`src/rtl/alu_pipe.sv`:
```
// rtl/alu_pipe.sv - handshaked ALU with registered result/PSR and iterative shift-add multiplier
//
// Purpose: accepts one operation on a valid/ready input port and holds the registered
// result, write-back flag, illegal flag and PSR until a valid/ready output port consumes them.
// MUL runs as an iterative unsigned shift-add over WIDTH cycles; every other op completes
// in a single cycle.
//
// Ports:
//   clk        rising-edge clock
//   rst_n      asynchronous active-low reset
//   in_valid   operation present on a/b/op_code/op_ext
//   in_ready   block can accept an operation this cycle
//   a, b       operands (WIDTH bits)
//   op_code    primary opcode (4 bits)
//   op_ext     opcode extension (4 bits)
//   out_valid  result/psr/out_wb/illegal are valid
//   out_ready  consumer takes the output this cycle
//   result     registered result (WIDTH bits)
//   out_wb     result is to be written back
//   psr        {3'b000, C, L, F, Z, N}
//   illegal    undecoded op_code/op_ext, qualified by out_valid

module alu_pipe #(
    parameter int WIDTH      = 16,
    parameter int IMM_WIDTH  = 8,
    parameter int SIMM_WIDTH = 4
) (
    input  logic             clk,
    input  logic             rst_n,
    input  logic             in_valid,
    output logic             in_ready,
    input  logic [WIDTH-1:0] a,
    input  logic [WIDTH-1:0] b,
    input  logic [3:0]       op_code,
    input  logic [3:0]       op_ext,
    output logic             out_valid,
    input  logic             out_ready,
    output logic [WIDTH-1:0] result,
    output logic             out_wb,
    output logic [7:0]       psr,
    output logic             illegal
);

    localparam int CNT_W = $clog2(WIDTH);
    localparam logic [CNT_W-1:0] CNT_LAST = CNT_W'(WIDTH - 1);
    localparam logic [WIDTH-1:0] WIDTH_V  = WIDTH'(WIDTH);

    localparam int PSR_C = 4;
    localparam int PSR_L = 3;
    localparam int PSR_F = 2;
    localparam int PSR_Z = 1;
    localparam int PSR_N = 0;

    typedef enum logic [1:0] {
        ST_IDLE = 2'd0,
        ST_MUL  = 2'd1,
        ST_DONE = 2'd2
    } state_e;

    typedef enum logic [3:0] {
        OP_ILL,
        OP_ADD,
        OP_SUB,
        OP_CMP,
        OP_MUL,
        OP_AND,
        OP_OR,
        OP_XOR,
        OP_MOVB,
        OP_LSH,
        OP_RSH,
        OP_LUI
    } op_sel_e;

    state_e            state_q, state_d;
    logic [WIDTH-1:0]  result_q, result_d;
    logic [7:0]        psr_q, psr_d;
    logic              wb_q, wb_d;
    logic              ill_q, ill_d;
    logic [WIDTH-1:0]  acc_q, acc_d;
    logic [WIDTH-1:0]  mcand_q, mcand_d;
    logic [WIDTH-1:0]  mplier_q, mplier_d;
    logic [CNT_W-1:0]  cnt_q, cnt_d;

    op_sel_e           op_sel;
    logic              use_sx;
    logic              use_simm;
    logic [WIDTH-1:0]  opb;
    logic [WIDTH-1:0]  shamt_src;
    logic [WIDTH-1:0]  shamt_mag;
    logic              shift_left;
    logic [WIDTH-1:0]  shift_res;
    logic [WIDTH:0]    add_full;
    logic [WIDTH:0]    sub_full;
    logic              add_ovf;
    logic              sub_ovf;
    logic              cmp_lt_s;
    logic [WIDTH-1:0]  alu_res;
    logic [7:0]        alu_psr;
    logic              alu_wb;
    logic              alu_ill;
    logic [WIDTH-1:0]  mul_sum;
    logic              accept;

    // Opcode decode into an operation class plus operand-selection controls.
    always_comb begin
        op_sel   = OP_ILL;
        use_sx   = 1'b0;
        use_simm = 1'b0;
        case (op_code)
            4'h0: begin
                case (op_ext)
                    4'h5:    op_sel = OP_ADD;
                    4'h9:    op_sel = OP_SUB;
                    4'hB:    op_sel = OP_CMP;
                    4'hE:    op_sel = OP_MUL;
                    4'h1:    op_sel = OP_AND;
                    4'h2:    op_sel = OP_OR;
                    4'h3:    op_sel = OP_XOR;
                    4'hD:    op_sel = OP_MOVB;
                    default: op_sel = OP_ILL;
                endcase
            end
            4'h1: op_sel = OP_AND;
            4'h2: op_sel = OP_OR;
            4'h3: op_sel = OP_XOR;
            4'h5: begin
                op_sel = OP_ADD;
                use_sx = 1'b1;
            end
            4'h9: begin
                op_sel = OP_SUB;
                use_sx = 1'b1;
            end
            4'hB: begin
                op_sel = OP_CMP;
                use_sx = 1'b1;
            end
            4'hD: op_sel = OP_MOVB;
            // LOAD/STORE/JAL/JCOND all use ext values 0/4/8/C and compute a + b.
            4'h4: begin
                if (op_ext[1:0] == 2'b00) begin
                    op_sel = OP_ADD;
                end
            end
            4'h8: begin
                case (op_ext)
                    4'h4: op_sel = OP_LSH;
                    4'h0: begin
                        op_sel   = OP_LSH;
                        use_simm = 1'b1;
                    end
                    4'h1: begin
                        op_sel   = OP_RSH;
                        use_simm = 1'b1;
                    end
                    default: op_sel = OP_ILL;
                endcase
            end
            4'hF:    op_sel = OP_LUI;
            default: op_sel = OP_ILL;
        endcase
    end

    // Operand conditioning, adder/subtractor and shifter.
    always_comb begin
        opb = use_sx ? {{(WIDTH-IMM_WIDTH){b[IMM_WIDTH-1]}}, b[IMM_WIDTH-1:0]} : b;

        add_full = {1'b0, a} + {1'b0, opb};
        sub_full = {1'b0, a} - {1'b0, opb};
        add_ovf  = (a[WIDTH-1] == opb[WIDTH-1]) && (add_full[WIDTH-1] != a[WIDTH-1]);
        sub_ovf  = (a[WIDTH-1] != opb[WIDTH-1]) && (sub_full[WIDTH-1] != a[WIDTH-1]);
        cmp_lt_s = $signed(a) < $signed(opb);

        shamt_src = use_simm ? {{(WIDTH-SIMM_WIDTH){b[SIMM_WIDTH-1]}}, b[SIMM_WIDTH-1:0]} : b;
        // Magnitude of the signed shift amount; the most negative value stays huge and
        // therefore falls into the shift-out-to-zero case.
        shamt_mag  = shamt_src[WIDTH-1] ? (-shamt_src) : shamt_src;
        // LSH shifts left for non-negative amounts; RSHI mirrors the direction.
        shift_left = (op_sel == OP_LSH) ? ~shamt_src[WIDTH-1] : shamt_src[WIDTH-1];
        if (shamt_mag >= WIDTH_V) begin
            shift_res = '0;
        end else if (shift_left) begin
            shift_res = a << shamt_mag;
        end else begin
            shift_res = a >> shamt_mag;
        end
    end

    // Single-cycle result, flag update and write-back selection.
    always_comb begin
        alu_res = '0;
        alu_psr = psr_q;
        alu_wb  = 1'b1;
        alu_ill = 1'b0;
        case (op_sel)
            OP_ADD: begin
                alu_res        = add_full[WIDTH-1:0];
                alu_psr[PSR_C] = add_full[WIDTH];
                alu_psr[PSR_F] = add_ovf;
            end
            OP_SUB: begin
                alu_res        = sub_full[WIDTH-1:0];
                alu_psr[PSR_C] = sub_full[WIDTH];
                alu_psr[PSR_F] = sub_ovf;
            end
            OP_CMP: begin
                alu_wb         = 1'b0;
                alu_psr[PSR_L] = sub_full[WIDTH];
                alu_psr[PSR_N] = cmp_lt_s;
                alu_psr[PSR_Z] = (a == opb);
            end
            OP_AND:  alu_res = a & b;
            OP_OR:   alu_res = a | b;
            OP_XOR:  alu_res = a ^ b;
            OP_MOVB: alu_res = b;
            OP_LSH:  alu_res = shift_res;
            OP_RSH:  alu_res = shift_res;
            OP_LUI:  alu_res = {b[7:0], {(WIDTH-8){1'b0}}};
            OP_MUL:  alu_res = '0;
            default: begin
                alu_wb  = 1'b0;
                alu_ill = 1'b1;
            end
        endcase
    end

    assign in_ready  = (state_q == ST_IDLE) || ((state_q == ST_DONE) && out_ready);
    assign out_valid = (state_q == ST_DONE);
    assign accept    = in_valid && in_ready;

    assign result  = result_q;
    assign out_wb  = wb_q;
    assign psr     = psr_q;
    assign illegal = ill_q;

    // Next-state logic: MUL iteration, output consumption, then a new accept which
    // takes priority so a DONE->load happens on the same edge the output is consumed.
    always_comb begin
        state_d  = state_q;
        result_d = result_q;
        psr_d    = psr_q;
        wb_d     = wb_q;
        ill_d    = ill_q;
        acc_d    = acc_q;
        mcand_d  = mcand_q;
        mplier_d = mplier_q;
        cnt_d    = cnt_q;
        mul_sum  = acc_q + (mplier_q[0] ? mcand_q : '0);

        case (state_q)
            ST_IDLE: ;
            ST_MUL: begin
                acc_d    = mul_sum;
                mcand_d  = mcand_q << 1;
                mplier_d = mplier_q >> 1;
                cnt_d    = cnt_q + 1'b1;
                // The last partial product is folded straight into the result register.
                if (cnt_q == CNT_LAST) begin
                    result_d = mul_sum;
                    state_d  = ST_DONE;
                end
            end
            ST_DONE: begin
                if (out_ready) begin
                    state_d = ST_IDLE;
                end
            end
            default: state_d = ST_IDLE;
        endcase

        if (accept) begin
            if (op_sel == OP_MUL) begin
                state_d  = ST_MUL;
                acc_d    = '0;
                mcand_d  = a;
                mplier_d = b;
                cnt_d    = '0;
                result_d = '0;
                wb_d     = 1'b1;
                ill_d    = 1'b0;
            end else begin
                state_d  = ST_DONE;
                result_d = alu_res;
                psr_d    = alu_psr;
                wb_d     = alu_wb;
                ill_d    = alu_ill;
            end
        end
    end

    always_ff @(posedge clk or negedge rst_n) begin
        if (!rst_n) begin
            state_q  <= ST_IDLE;
            result_q <= '0;
            psr_q    <= '0;
            wb_q     <= 1'b0;
            ill_q    <= 1'b0;
            acc_q    <= '0;
            mcand_q  <= '0;
            mplier_q <= '0;
            cnt_q    <= '0;
        end else begin
            state_q  <= state_d;
            result_q <= result_d;
            psr_q    <= psr_d;
            wb_q     <= wb_d;
            ill_q    <= ill_d;
            acc_q    <= acc_d;
            mcand_q  <= mcand_d;
            mplier_q <= mplier_d;
            cnt_q    <= cnt_d;
        end
    end

endmodule

```
`config.mk`:
```
export PLATFORM = sky130hd
export DESIGN_NAME = alu_pipe
export DESIGN_NICKNAME = d
export VERILOG_FILES = /design/src/rtl/alu_pipe.sv
export SDC_FILE = /design/constraint.sdc
export NUM_CORES = 1
export LEC_CHECK = 0
export CAP_MARGIN = 20
export CORE_ASPECT_RATIO = 2
export CORE_MARGIN = 2
export CORE_UTILIZATION = 43
export CTS_CLUSTER_DIAMETER = 100
export DETAILED_ROUTE_END_ITERATION = 10
export PLACE_DENSITY = 0.66
export SYNTH_ARGS = -nofsm -noshare
export SYNTH_HDL_FRONTEND = slang
export SYNTH_SLANG_ARGS = --single-unit
```
`constraint.sdc`:
```
create_clock -name clk -period 4.5 [get_ports clk]
set_input_delay 0.9 -clock clk [delete_from_list [all_inputs] [get_ports clk]]
set_output_delay 0.9 -clock clk [all_outputs]
set_load 0.05 [all_outputs]
```
---- Word level (Yosys, flattened, before mapping) ----
Memories as Yosys holds them, arrays and structs flattened.
Cells that the tools add are included.
storage, ports and cells
  register bits after elaboration ......... 77
  ROM bits ................................ 64
  bits of input ports ..................... 44
  word-level logic and storage cells ...... 122
  memories kept ........................... 1
operators by class
  $add $sub $neg .......................... 5
  order comparisons ....................... 2
  equality and inequality tests ........... 34
  shift-type cells ........................ 2
  mux-type cells .......................... 41
  bitwise operators ....................... 5
  reductions and logical operators ........ 22
memories
  memory           depth  width  read ports  clocked after Yosys merged registers in  wr ports  RTL line  source
  (no name shown)  16     4      1           0                                        0         112       case (op_ext)
operator list
  kind                   count
  $mux W16               19
  $pmux W16 S8           1
  $pmux W4 S11           1
  $eq A4 B4 Y1 const B   10
  $eq A4 B3 Y1 const B   7
  $add A16 B16 Y17       1
  $sub A16 B16 Y17       1
  $add A16 B16 Y16       1
  $and A16 B16 Y16       1
  $eq A16 B16 Y1         1
  $eq A4 B2 Y1 const B   4
  $ge A16 B5 Y1 const B  1
  $lt A16 B16 Y1         1
  $neg A16 Y16           1
  $or A16 B16 Y16        1
  $shl A16 B16 Y16       1
  $shr A16 B16 Y16       1
  $xor A16 B16 Y16       1
  $eq A4 B1 Y1 const B   3
  $mux W4                3
  $reduce_or A10 Y1      1
  $mux W1                9
  $reduce_and A3 Y1      3
  $reduce_or A9 Y1       1
  other kinds (21)       37

---- Depth between registers and ports, before layout ----
  depth after elaboration ................. 13
  depth in mapped cells ................... 17
  mapped depth without buffers ............ 16

---- Worst setup path before layout ----
OpenSTA, ideal clock, no wires.
  path type ............................... input -> register
  from .................................... in b[0]
  to ...................................... reg result_q[3] (netlist: result[3])
  arrival time ............................ 4773 ps
  data required time ...................... 4396 ps
  setup slack ............................. -376 ps
  stages .................................. 15
  path buffers ............................ 4
  cell sequence ........................... clkbuf_1 inv_1 buf_1 clkbuf_1 ha_1 or3b_2 nor4_1 o221a_2 or3_1 a21oi_1 or3b_1 clkbuf_1 a2111oi_0 nand2_1 a221oi_1
between the ends
  word-level cells in the longest chain between the ends .. 9
  elaborated cells between the ends (all ways) .. 14
ends and longest elaborated chain
  what                                                  RTL line  source
  from (decl)                                           33        input logic [WIDTH-1:0] b,
  branches (longest 6 deep; another with $neg A16 Y16)  -
  $pmux W16 S8 (*)                                      196       case (op_sel)
  $mux W16 (*)                                          273       if (op_sel == OP_MUL) begin
  $mux W16 (*)                                          272       if (accept) begin
  to (signal assigned)                                  305       result_q <= result_d;
  to (decl)                                             76        logic [WIDTH-1:0] result_q, result_d;
Mark *: on every way between the ends.
A chain may end at the register's enable or synchronous reset.

---- Final worst setup path ----
  from .................................... in op_code[2]
  to ...................................... reg result_q[4] (netlist: result[4])
between the ends
  word-level cells in the longest chain between the ends .. 11
  elaborated cells between the ends (all ways) .. 37
ends and longest elaborated chain
  what                                                  RTL line  source
  from (decl)                                           34        input logic [3:0] op_code,
  branches (longest 9 deep; another with $neg A16 Y16)  -
  $mux W16 (*)                                          273
  $mux W16 (*)                                          272
Marked as above.

==> results.md <==
* Clock sink count at 77
* Largest family of logic cells by synthesized area: compound AO/OA/AOI/OAI gates
* Final setup vio count at 0
* GRT overflow at 0
* Core box area at 0.0205 sq mm
* Ys flop type: dfrtp_1
* Synth area leaders: dfrtp_1 21%, ha_1 10%, mux2i_1 7.7%
* N_diodes at 0
* Max FO, Critical Path at 11
* Commonest cells post-synth: 120 x nand2_1, 96 x nor2_1, 95 x o21ai_0, 81 x a21oi_1, 77 x dfrtp_1
* Outcome: completed
* Sequential share of power at 26.9%
* Fmax at 231 MHz
* Vias in the first global route at 10100
* Area Growth Syn to Fin at 27.1%
* Setup TNS at 0 ps
* Rel. slew slack at 50.2%
* CP Cell Sequence: clkdlybuf4s50_1, buf_4, or4bb_1, o21ai_0, o211a_1, buf_4, mux2i_1, o22ai_1, mux2i_1, o32a_1, a2111oi_0, o22a_1
* Die area at 0.0221 sq mm
* Final Hold Fails at 0
* Most common cell in the netlist: nand2_1
* Post-Syn Instances at 1142
* Number of synthesized register bits at 77
* Cell Area, Placed at 0.0111 sq mm
* Pwr Total at 4.35 mW
* H-tree Lvls at 3
* Clk Latency, worst-skew pair at 350 ps
* Crit path kind: input pin to flop
* Internal at 2.40 mW
* DRT iter0 DRCs at 791
* Post-CTS setup buffer count at 0
* Post-DP HPWL at 31500 um
* CP max-delay cell: a2111oi_0
* Leakage dissipation at 5.09 nW
* CTS tree: done
* Io pins at 72
* Gpl congestion at 1.07
* Syn Area/Cell at 7.86 sq um
* Post-Layout Cell Count at 1594
* DR DRC count at 0
* Port-buffer cells at 68
* Gr busiest metal: met2
* Power density over the cells at 381 mW/mm^2
* Final net count at 1444
* Post-synth design cell area at 0.00898 sq mm
* CTS buffer count at 9
* Post-synthesis mux area share at 11.5%
* Die X at 106 um
* CTS hold repair buffers at 0
* Comb pwr share at 55.6%
* Number of flops mapped to enable cells by yosys at 0
* Post-Synth Adder-Cell Area at 11.0%
* Largest net degree at the start of global routing at 87
* Average wire per standard cell at 24.2 um
* RSZ-0062 raised after global routing: no
* CP required at 4790 ps
* Async S/R FF share, synth at 100%
* First-pass GRT wire length at 59200 um
* Type of origin of the critical path: input pin
* Compound-Gate Fraction of Synth Area at 27.5%
* Fin Hold WS at 481 ps
* CP arrival at 4620 ps
* Tmin final at 4340 ps
* Synth unique cells at 87
* DIE HEIGHT at 208 um
* Initial antenna violation count at 0
* Slew Limit Fails at 0
* XOR/XNOR share of the synthesized area at 2.91%
* Grt met1 use at 35.5%
* Initial Util at 43.9%
* Switching share of power at 44.9%
* Met3 Use GR at 4.20%
* Max incr delay on CP at 610 ps
* Design Area, Final at 0.0114 sq mm
* Clock Pin Slew Worst Setup and Hold Paths at 70 ps
* CP Capture Type: flop
* Share of the synthesized area in the top cell type at 21.5%
* Synth area leader: dfrtp_1
* Max Buffers Root-to-Sink at 2
* CP Buf/Inv Count at 3
* Placed Instances at 1577
* Max Cap Violations at 0
* Final WL at 38600 um
* Seq/Total Area, Yosys at 21.5%
* Row cnt at 74
* Post-DR vias/cell at 6.30
* Simple-gate share of the synthesized area at 19.1%
* CTS resizes at 0
* Setup skew after layout at 6.59 ps
* Period Utilization, post-route at 96.4%
* Crit path max-delay family: compound AO/OA/AOI/OAI gates
* GRT met2 Usage at 63.1%
* Root buffer cell: clkbuf_16
* Via count at 10000
* Share of layout cells above drive strength 1 at 18.4%
* Synthesis Warnings at 0
* GRT Total Usage at 35.4%
* Max VDD drop at 0.209 mV
* Worst-Margin Slew at 738 ps
* Type of the worst min-delay path: flop to flop
* Clk pwr share at 17.5%
* Psw at 1.95 mW
* Post-route ant nets at 0
* DRT Pass-1 Iters at 7
final timing paths:
path | startpoint | endpoint | slack (ps) | cells past startpoint
setup / recovery | op_code[2] | result[4] | 160 | 12
hold / removal | psr[1] | psr[1] | 480 | 2
setup reg to reg | mcand_q[0] | result[14] | 780 | 12
hold reg to reg | psr[1] | psr[1] | 480 | 2
max in group asynchronous | rst_n | acc_q[10] | 3070 | 2
min in group asynchronous | rst_n | mplier_q[9] | 570 | 1
tightest hold or removal path, cell delays in order (launching register included):
cell	delay (ps)
dfrtp_1	350
nand2_1	50
o41ai_1	50
per-stage QoR:
stage	setup slack (ps)	util (%)
floorplan	15.7	-
global placement	-303	54.1
detailed placement	-324	54.1
CTS	60.1	55.6
global route	3.38	55.7
finish	164	55.7
cell families (layout without fill, tap and decap cells):
family          after synthesis  count (layout)
compound gates              373             373
buf+inv                     144             328
simple gates                356             356
other cells                   1               3
fa+ha+maj                    77              77
flops                        77              77
xor+xnor                     29              29
mux                          85              85
cell type report:
| type | instances | area, sq um |
|---|---|---|
| Fill cell | 2001 | 9050 |
| Clock buffer | 9 | 225 |
| Inverter | 57 | 214 |
| Multi-Input combinational cell | 923 | 6510 |
| Timing Repair Buffer | 255 | 2120 |
| Clock inverter | 7 | 82.6 |
| Sequential cell | 77 | 1930 |
| Tap cell | 266 | 333 |
per-layer routing:
metal | vias to the layer above | wire length (um)
li1 | 4587 | -
met1 | 4838 | 13000
met2 | 437 | 19900
met3 | 185 | 1670
met4 | 0 | 4020
met5 | - | 0
power by group through the flow:
| stage | clock (mW) | sequential [mW] | combinational, mW |
|---|---|---|---|
| after floorplan | 0 | 1.31 | 1.35 |
| after global placement | 0 | 1.17 | 2.35 |
| after detailed placement | 0 | 1.18 | 2.38 |
| after CTS | 0.773 | 1.17 | 2.39 |
| after global routing | 0.804 | 1.21 | 2.59 |
| final | 0.759 | 1.17 | 2.42 |
sequential cells by signal (all words and copies together), names as in the netlist:
signal / flops
mplier_q: 16
mcand_q: 16
out_wb: 1
state_q: 2
illegal: 1
result: 16
psr: 5
cnt_q: 4
acc_q: 16
placed cells by master (no fill, tap or decap), types with 5 or more instances in the layout:
cell type / n
buf_4: 185
nand2_1: 120
nor2_1: 96
o21ai_0: 94
a21oi_1: 81
dfrtp_1: 77
ha_1: 74
mux2i_1: 69
clkdlybuf4s50_1: 67
inv_1: 56
nor3_1: 31
nand3_1: 24
and2_1: 21
xnor2_1: 19
o22ai_1: 19
a21o_1: 18
a211oi_1: 15
mux4_2: 14
a31oi_1: 13
a22oi_1: 13
nor4_1: 12
o31ai_1: 10
o211ai_1: 9
a221o_1: 9
clkbuf_16: 9
nand2b_1: 8
nand4_1: 8
xor2_1: 8
a221oi_1: 8
o21a_1: 7
o21bai_1: 6
a2111oi_0: 6
a32oi_1: 5
o2111ai_1: 5
o221ai_1: 5
Note: power is estimated with default switching activity, not from simulation.
